<file path="src/rtl/exec_pkg.sv">
// Shared definitions for the execute stage.
//   - ALU opcode encodings (OP_NOP .. OP_MUL); 4'hD..4'hF are treated as NOP.
//   - carry_sel codes that choose where the C flag comes from.
//   - Bit positions of Z, N and C inside the 3-bit condition-code register.
//   - ccr_next(): builds the next CCR value from the result flags and carry_sel.
package exec_pkg;

    localparam logic [3:0] OP_NOP   = 4'h0;
    localparam logic [3:0] OP_NOT   = 4'h1;
    localparam logic [3:0] OP_INC   = 4'h2;
    localparam logic [3:0] OP_DEC   = 4'h3;
    localparam logic [3:0] OP_ADD   = 4'h4;
    localparam logic [3:0] OP_SUB   = 4'h5;
    localparam logic [3:0] OP_AND   = 4'h6;
    localparam logic [3:0] OP_OR    = 4'h7;
    localparam logic [3:0] OP_SHL   = 4'h8;
    localparam logic [3:0] OP_SHR   = 4'h9;
    localparam logic [3:0] OP_PASS1 = 4'hA;
    localparam logic [3:0] OP_PASS2 = 4'hB;
    localparam logic [3:0] OP_MUL   = 4'hC;

    localparam logic [1:0] CS_ALU  = 2'b00;
    localparam logic [1:0] CS_KEEP = 2'b01;
    localparam logic [1:0] CS_SET  = 2'b10;
    localparam logic [1:0] CS_CLR  = 2'b11;

    localparam int CCR_Z = 0;
    localparam int CCR_N = 1;
    localparam int CCR_C = 2;

    // Z and N always follow the result; C is chosen by carry_sel.
    function automatic logic [2:0] ccr_next(input logic [2:0] old_ccr,
                                            input logic       z,
                                            input logic       n,
                                            input logic       alu_c,
                                            input logic [1:0] csel);
        logic [2:0] nxt;
        nxt        = '0;
        nxt[CCR_Z] = z;
        nxt[CCR_N] = n;
        case (csel)
            CS_ALU:  nxt[CCR_C] = alu_c;
            CS_KEEP: nxt[CCR_C] = old_ccr[CCR_C];
            CS_SET:  nxt[CCR_C] = 1'b1;
            default: nxt[CCR_C] = 1'b0;
        endcase
        return nxt;
    endfunction

endpackage

</file>
<file path="src/rtl/exec_mul_iter.sv">
// Iterative unsigned shift-add multiplier, one partial product per clock.
//   clk     : rising-edge clock
//   abort   : synchronous clear of the busy state (flush or reset from the top)
//   start   : load a / b and begin; ignored while busy
//   a, b    : WIDTH-bit unsigned operands
//   busy    : high from the cycle after start until the final step
//   done    : high during the last step; product is valid in that cycle
//   product : 2*WIDTH-bit product, combinational, meaningful only with done
// start-to-done-edge takes WIDTH clock edges after the loading edge.
module exec_mul_iter #(
    parameter int WIDTH = 16
) (
    input  logic                 clk,
    input  logic                 abort,
    input  logic                 start,
    input  logic [WIDTH-1:0]     a,
    input  logic [WIDTH-1:0]     b,
    output logic                 busy,
    output logic                 done,
    output logic [2*WIDTH-1:0]   product
);

    localparam int CW = $clog2(WIDTH);

    logic [2*WIDTH-1:0] mcand_q;
    logic [2*WIDTH-1:0] acc_q;
    logic [2*WIDTH-1:0] acc_d;
    logic [WIDTH-1:0]   mplier_q;
    logic [CW-1:0]      cnt_q;
    logic               busy_q;

    // Partial sum including this cycle's multiplier bit; on the last step this
    // is already the full product, so the top can register it directly.
    assign acc_d   = acc_q + (mplier_q[0] ? mcand_q : '0);
    assign product = acc_d;
    assign busy    = busy_q;
    assign done    = busy_q && (cnt_q == CW'(WIDTH - 1));

    always_ff @(posedge clk) begin
        if (abort) begin
            busy_q   <= 1'b0;
            cnt_q    <= '0;
            acc_q    <= '0;
            mcand_q  <= '0;
            mplier_q <= '0;
        end else if (start && !busy_q) begin
            busy_q   <= 1'b1;
            cnt_q    <= '0;
            acc_q    <= '0;
            mcand_q  <= {{WIDTH{1'b0}}, a};
            mplier_q <= b;
        end else if (busy_q) begin
            acc_q    <= acc_d;
            mcand_q  <= mcand_q << 1;
            mplier_q <= mplier_q >> 1;
            cnt_q    <= cnt_q + CW'(1);
            if (done) begin
                busy_q <= 1'b0;
            end
        end
    end

endmodule

</file>
<file path="src/rtl/exec_unit_param.sv">
// Execute stage: WIDTH-bit ALU with registered result, result_hi and CCR,
// valid/ready input handshake, iterative multiplier and pipeline flush.
//   clk, reset (sync, active-low), flush
//   in_valid / in_ready       : input handshake; in_ready low while MUL busy
//   op1, op2, alu_op          : operands and opcode (op2 LSBs = shift amount)
//   carry_sel, flags_we       : C-flag source and CCR write enable
//   out_valid                 : one-cycle pulse per completed op
//   result, result_hi         : registered result (MUL high word in result_hi)
//   ccr                       : {C, N, Z}
module exec_unit_param
    import exec_pkg::*;
#(
    parameter int WIDTH = 16,
    parameter int OP_W  = 4,
    parameter int SH_W  = $clog2(WIDTH)
) (
    input  logic              clk,
    input  logic              reset,
    input  logic              flush,
    input  logic              in_valid,
    output logic              in_ready,
    input  logic [WIDTH-1:0]  op1,
    input  logic [WIDTH-1:0]  op2,
    input  logic [OP_W-1:0]   alu_op,
    input  logic [1:0]        carry_sel,
    input  logic              flags_we,
    output logic              out_valid,
    output logic [WIDTH-1:0]  result,
    output logic [WIDTH-1:0]  result_hi,
    output logic [2:0]        ccr
);

    localparam logic [WIDTH:0] ONE_W = {{WIDTH{1'b0}}, 1'b1};

    logic [WIDTH-1:0]   result_q;
    logic [WIDTH-1:0]   result_hi_q;
    logic [2:0]         ccr_q;
    logic               out_valid_q;
    logic [1:0]         mul_csel_q;
    logic               mul_fwe_q;

    logic               accept;
    logic               is_mul;
    logic               op_single;
    logic [WIDTH-1:0]   alu_res;
    logic               alu_c;
    logic [WIDTH:0]     wide;
    logic [SH_W-1:0]    sh_amt;

    logic               mul_busy;
    logic               mul_done;
    logic [2*WIDTH-1:0] mul_prod;
    logic [WIDTH-1:0]   mul_lo;
    logic [WIDTH-1:0]   mul_hi;

    assign in_ready = ~mul_busy;
    assign accept   = in_valid & in_ready & ~flush;
    assign is_mul   = (alu_op == OP_W'(OP_MUL));
    assign sh_amt   = op2[SH_W-1:0];
    assign mul_lo   = mul_prod[WIDTH-1:0];
    assign mul_hi   = mul_prod[2*WIDTH-1:WIDTH];

    exec_mul_iter #(
        .WIDTH (WIDTH)
    ) u_mul (
        .clk     (clk),
        .abort   (flush | ~reset),
        .start   (accept & is_mul),
        .a       (op1),
        .b       (op2),
        .busy    (mul_busy),
        .done    (mul_done),
        .product (mul_prod)
    );

    // Single-cycle ALU. The extra top bit of `wide` carries out of (or the
    // borrow into) bit WIDTH-1; for shifts it captures the last bit shifted
    // out, which is naturally 0 for a shift amount of zero.
    always_comb begin
        alu_res   = '0;
        alu_c     = 1'b0;
        wide      = '0;
        op_single = 1'b1;
        case (alu_op)
            OP_W'(OP_NOT):   alu_res = ~op1;
            OP_W'(OP_INC): begin
                wide             = {1'b0, op1} + ONE_W;
                {alu_c, alu_res} = wide;
            end
            OP_W'(OP_DEC): begin
                wide             = {1'b0, op1} - ONE_W;
                {alu_c, alu_res} = wide;
            end
            OP_W'(OP_ADD): begin
                wide             = {1'b0, op1} + {1'b0, op2};
                {alu_c, alu_res} = wide;
            end
            OP_W'(OP_SUB): begin
                wide             = {1'b0, op1} - {1'b0, op2};
                {alu_c, alu_res} = wide;
            end
            OP_W'(OP_AND):   alu_res = op1 & op2;
            OP_W'(OP_OR):    alu_res = op1 | op2;
            OP_W'(OP_SHL): begin
                wide             = {1'b0, op1} << sh_amt;
                {alu_c, alu_res} = wide;
            end
            OP_W'(OP_SHR): begin
                wide             = {op1, 1'b0} >> sh_amt;
                {alu_res, alu_c} = wide;
            end
            OP_W'(OP_PASS1): alu_res = op1;
            OP_W'(OP_PASS2): alu_res = op2;
            default:         op_single = 1'b0;   // NOP, MUL and unused codes
        endcase
    end

    always_ff @(posedge clk) begin
        if (!reset) begin
            result_q    <= '0;
            result_hi_q <= '0;
            ccr_q       <= '0;
            out_valid_q <= 1'b0;
            mul_csel_q  <= CS_ALU;
            mul_fwe_q   <= 1'b0;
        end else begin
            out_valid_q <= 1'b0;
            // A finishing multiply and a new accept cannot coincide because
            // in_ready is low for the whole multiply.
            if (mul_done && !flush) begin
                result_q    <= mul_lo;
                result_hi_q <= mul_hi;
                out_valid_q <= 1'b1;
                if (mul_fwe_q) begin
                    ccr_q <= ccr_next(ccr_q, (mul_lo == '0), mul_lo[WIDTH-1],
                                      |mul_hi, mul_csel_q);
                end
            end else if (accept && op_single) begin
                result_q    <= alu_res;
                result_hi_q <= '0;
                out_valid_q <= 1'b1;
                if (flags_we) begin
                    ccr_q <= ccr_next(ccr_q, (alu_res == '0), alu_res[WIDTH-1],
                                      alu_c, carry_sel);
                end
            end
            // Flag controls of a multiply are applied at completion.
            if (accept && is_mul) begin
                mul_csel_q <= carry_sel;
                mul_fwe_q  <= flags_we;
            end
        end
    end

    assign result    = result_q;
    assign result_hi = result_hi_q;
    assign ccr       = ccr_q;
    assign out_valid = out_valid_q;

endmodule

</file>
<file path="config.mk">
export PLATFORM = sky130hd
export DESIGN_NAME = exec_unit_param
export DESIGN_NICKNAME = d
export VERILOG_FILES = /design/src/rtl/exec_pkg.sv /design/src/rtl/exec_mul_iter.sv /design/src/rtl/exec_unit_param.sv
export SDC_FILE = /design/constraint.sdc
export NUM_CORES = 1
export LEC_CHECK = 0
export CAP_MARGIN = 30
export CORE_MARGIN = 2
export CORE_UTILIZATION = 55
export CTS_CLUSTER_DIAMETER = 30
export DETAILED_ROUTE_END_ITERATION = 16
export PLACE_DENSITY = 0.75
export SLEW_MARGIN = 0
export SYNTH_ARGS = -nofsm -noshare
export SYNTH_HDL_FRONTEND = slang
export SYNTH_HIERARCHICAL = 1
export SYNTH_SLANG_ARGS = --single-unit
</file>
<file path="constraint.sdc">
create_clock -name clk -period 12.4 [get_ports clk]
set_input_delay 2.48 -clock clk [delete_from_list [all_inputs] [get_ports clk]]
set_output_delay 2.48 -clock clk [all_outputs]
set_load 0.01 [all_outputs]
</file>
### Yosys cells after proc, flatten, opt, wreduce, memory -nomap -nowiden

Index checks and enable logic that the tools add are counted.

* add/subtract/negate cells: 6
* eq/ne operators: 20
* shift operators: 2
* mux-type cells: 23
* bitwise gates (word level): 10
* reductions and logical operators: 19

Operator list (number)
* $pmux W16 S11: 1
* $mux W16: 8
* $add A32 B32 Y32: 1
* $logic_not A16 Y1: 2
* $mux W32: 1
* $eq A4 B4 Y1 const B: 6
* $add A16 B1 Y17 const B: 1
* $add A16 B16 Y17: 1
* $shl A16 B4 Y17: 1
* $shr A17 B4 Y17: 1
* $sub A16 B1 Y17 const B: 1
* $sub A16 B16 Y17: 1
* $and A16 B16 Y16: 1
* $eq A4 B3 Y1 const B: 4
* $not A16 Y16: 1
* $or A16 B16 Y16: 1
* $reduce_or A16 Y1: 1
* $mux W3: 4
* $reduce_or A11 Y1: 1
* $eq A4 B2 Y1 const B: 2
* $mux W1: 6
* $ne A2 B2 Y1 const B: 3
* $pmux W1 S3: 2
* $pmux W1 S6: 1
* 14 further kinds: 28

* register bits after elaboration: 124
* input bits: 43
* output and inout port bits: 37

### Longest topological paths before layout

* depth after elaboration: 6
* gate-level depth with buffers: 18
* mapped depth without buffers: 17

### Hierarchy

The synthesis kept the hierarchy.

By module, submodules not included
* exec_unit_param: times used 1, cells each 951, area each 6957.9 um^2, seq. area each 780.7 um^2
* exec_mul_iter: times used 1, cells each 644, area each 5336.4 um^2, seq. area each 1701.6 um^2

### Worst setup path after synthesis

Ideal clock, no wire load.

* path kind: input -> register
* start: input op2[1]
* end: register ccr_q[0], in the netlist ccr[0]
* library setup time: 88 ps
* arrival: 6003 ps
* required time: 12312 ps
* path slack: 6309 ps
* cell stages on the path: 14
* cell sequence: buf_6 buf_2 buf_2 buf_1 inv_1 ha_1 nor3_1 o311ai_1 a2111oi_1 o31ai_1 a221o_1 a2111oi_2 nand4_1 o32ai_2

* word-level cells in the longest chain between the ends: 6

Ends and longest elaborated chain
* start: declaration: RTL line exec_unit_param.sv:23 `input logic [WIDTH-1:0] op2,`
* $sub A16 B16 Y17 (tied with other cells): RTL line exec_unit_param.sv:99 `wide = {1'b0, op1} - {1'b0, op2};`
* $pmux W16 S11 (*): RTL line exec_unit_param.sv:84 `case (alu_op)`
* $logic_not A16 Y1 (*): RTL line exec_unit_param.sv:143 `ccr_q <= ccr_next(ccr_q, (alu_res == '0), alu_res[WIDTH-1],`
* $mux W3 (*): RTL line exec_unit_param.sv:142 `if (flags_we) begin`
* $mux W3 (*): RTL line exec_unit_param.sv:138 `end else if (accept && op_single) begin`
* $mux W3 (*): RTL line exec_unit_param.sv:130 `if (mul_done && !flush) begin`
* end signal: assignment: RTL line exec_unit_param.sv:135 `ccr_q <= ccr_next(ccr_q, (mul_lo == '0), mul_lo[WIDTH-1],`
* end signal: assignment: RTL line exec_unit_param.sv:143
* end: declaration: RTL line exec_unit_param.sv:37 `logic [2:0] ccr_q;`

Every way passes the cells marked *; elsewhere a longest branch is shown, timed or not. The select of a mux whose other input is x is not followed.
A chain may end at the register's enable or synchronous reset.

### Final worst setup path

* start: input op2[2]
* end: register ccr_q[0], in the netlist ccr[0]

Same word-level chain as after synthesis.

==> qor.csv <==
stage,metric,value,unit
outcome,outcome,"finished, final reports clean",
power,powerDensity,86.06,mW/mm^2
clocking,ctsResizeCount,0,
placement,place.gp.congestion,1.052,
worst_setup_path,r2r-end,ccr[2],
timing,setup_violations,0,
drt,wl,46280,microns
grt,grt_pass1_wl,69790,microns
worst_setup_path,cp.arrival,7.51,ns
drt,antenna_left,0,
worst_setup_path,crit_path_start,op2[2],
worst_setup_path,critPathRequiredTime,12.74,ns
clocking,cts_hold_buffers,0,
worst_setup_path,endpoint,ccr[0],
synth,ys_seq_area_share,20.19,%
worst_setup_path,worstSetupEndpointType,register,
worst_setup_path,critical_path.slowest_cell,a2111oi_0,
clocking,cts_sinks,124,
timing,tightest_slew,1.049,ns
synth,synthTopCellsByArea,"dfxtp_1, ha_1, mux2i_1",
timing,max_slew_margin,29.94,%
grt,grt.met2_usage,55.75,%
timing,finalSetupTns,0,ns
drt,viasPerCell,7.087,
placement,place_hpwl,33790,microns
finish,drive_gt1_share,8.194,%
clocking,cts_setup_buffers,0,
clocking,path_clk_slew,0.06,ns
timing,period_share,57.80,%
synth,synth_ff_type,dfxtp_1,
drt,drcViolationCount,0,
synth,synth_nets,1728,
grt,globalRouteMet3Util,10.20,%
power,ir_drop,0.07209,mV
floorplan,start_util,56.16,%
floorplan,core_area,0.02189,sq mm
drt,wire_per_inst,24.46,microns
finish,areaGrowthSynthToFinish,11.79,%
grt,grt-busiest-layer,met2,
grt,antenna_found_initial,0,
power,p_leak,5.251,nW
grt,overflow,0,
grt,grt_max_degree,76,
timing,slew_viol_final,0,
grt,grt_pass1_vias,11910,
worst_setup_path,max_stage_delay,0.79,ns
floorplan,die_area,0.02357,sq mm
synth,ys_ff_latch,124,
clocking,htreeDepth,4,
synth,netlist_area,0.01229,sq mm
placement,placed_cells,1858,
clocking,clk_latency,0.43,ns
min_path,hp-class,reg -> reg,
synth,synth_common_cells,"nor2_1, a21oi_1, dfxtp_1, nand2_1, clkbuf_1",
drt,vias,13410,
worst_setup_path,startpoint_type,primary input,
drt,drt_iter0_drc,2020,
synth,yosysMostFrequentCell,nor2_1,
clocking,root_buffer,clkbuf_16,
clocking,cts_tree,yes,
clocking,cts.path.max_buffers,2,
floorplan,die_w,153.5,microns
timing,rsz0062_at_grt,no,
grt,gr-usage-all-layers,37.66,%
timing,whs,0.4655,ns
worst_setup_path,critical_path_class,in -> reg,
synth,synth_cell_types,107,
worst_setup_path,r2r.worst_path.cells,18,
timing,finalClockSkew,0.01461,ns
timing,post-route-min-period,7.168,ns
synth,synth_edf_count,0,
finish,finalNetCount,1731,
timing,hold_violations,0,
worst_setup_path,r2r-start,u_mul/mplier_q[0],
timing,max_freq,139.5,MHz
floorplan,top_level_ports,80,
synth,avgSynthCellArea,7.708,sq um
floorplan,std_cell_rows,54,
worst_setup_path,timing.critical_path.cells,clkdlybuf4s50_1 -> buf_4 -> clkinv_1 -> ha_1 -> nor3_1 -> o311ai_1 -> and2_1 -> a221o_1 -> a2111oi_0 -> o2111ai_1 -> nor4_1 -> nand4_1 -> o32ai_2,
synth,synth_top_area_cell,dfxtp_1,
floorplan,die_y,153.5,microns
finish,instances_no_fill,1892,
clocking,cts_buffers,17,
worst_setup_path,r2r_slack,7.80,ns
grt,globalRouteMet1Util,52.63,%
drt,drt-pass1-iter-count,13,
synth,synth_top_area_share,20.19,%
synth,synthCells,1595,
synth,synthArstFlopShare,0,%
worst_setup_path,worstPathMaxFanout,40,
placement,port_buffers,79,
synth,yosysWarnings,6,
flow_run,cap_violations,0,
[worst min-delay path by stage]
stage / startpoint / end / depth (start not counted) / slack (ns)
final: result_hi[10] / result_hi[10] / 2 / 0.47
after global routing: result_hi[10] / result_hi[10] / 2 / 0.49
after CTS: result_hi[10] / result_hi[10] / 2 / 0.47
after detailed placement: result_hi[10] / result_hi[10] / 2 / 0.46
after global placement: u_mul/acc_q[28] / u_mul/acc_q[28] / 2 / 0.45
after floorplan: u_mul/acc_q[28] / u_mul/acc_q[28] / 2 / 0.43
[critical path: cells and delay by family]
kind	cells	cell delay, ns
buffers and inverters	3	1.46
AOI/OAI and AO/OA	5	1.81
and+or+nand+nor	4	1.09
adders and majority gates	1	0.65
[power by group]
part	switching (mW)	total, mW	internal (mW)	leakage, nW
registers	0.00368	0.405	0.401	1.00
clock network	0.227	0.510	0.283	0.279
logic	0.170	0.267	0.0975	3.97
total	0.401	1.18	0.782	5.25
[cells in the final DEF, fill, tap and decap left out, types with 19 or more instances in the layout]
master / Yosys / layout
mux4_2: 19 / 19
ha_1: 87 / 87
nand4_1: 27 / 27
inv_1: 61 / 60
and3_1: 21 / 21
clkdlybuf4s50_1: 0 / 77
and2_1: 42 / 42
nor3_1: 33 / 33
mux2i_1: 79 / 79
dfxtp_1: 124 / 123
nand3_1: 46 / 46
nand2_1: 113 / 113
a21oi_1: 140 / 140
xnor2_1: 29 / 29
nor2_1: 198 / 198
buf_4: 2 / 29
a21o_1: 21 / 21
o21ai_0: 51 / 51
nor4_1: 19 / 19
[cells by family (layout without fill, tap and decap cells)]
family,count (synthesis),in the layout,share of synthesized area [%]
simple gates,595,595,24.54
compound gates,449,449,25.51
buf+inv,187,203,6.249
flops,124,124,20.19
mux,110,110,11.32
fa+ha+maj,90,90,9.343
xor+xnor,40,40,2.850
other cells,0,1,0
[sequential cells by signal, summed over array words and instances (netlist names)]
name            flops
u_mul/cnt_q         4
mul_fwe_q           1
out_valid           1
u_mul/mcand_q      32
u_mul/mplier_q     16
mul_csel_q          2
result             16
u_mul/acc_q        32
ccr                 3
u_mul/busy          1
result_hi          16
[layer usage]
| layer | vias up | part of all wire [%] |
|---|---|---|
| met5 | - | 0 |
| met4 | 0 | 4.2 |
| met3 | 167 | 13 |
| met2 | 1039 | 42 |
| met1 | 6258 | 41 |
| li1 | 5945 | - |
[layout make-up]
cell class / instances / area (sq um)
multi-input combinational: 1284 / 9082
fill: 1971 / 8147
sequential: 124 / 2486
timing repair buffer: 109 / 1013
clock buffer: 17 / 425.4
tap: 280 / 350.3
inverter: 62 / 232.7
clock inverter: 15 / 151.4
antenna: 1 / 2.502
[stage by stage]
step | power, mW | area [sq um] | utilization, % | setup WS (ns)
after CTS | 1.176 | 13730 | 62.74 | 5.513
after floorplan | 0.5777 | 12290 | - | 6.309
after global routing | 1.218 | 13740 | 62.77 | 5.107
final | 1.183 | 13740 | 62.79 | 5.232
after detailed placement | 0.6673 | 13160 | 60.11 | 5.106
after global placement | 0.6651 | 13140 | 60.04 | 5.298
(Power assumes the default switching activity.)
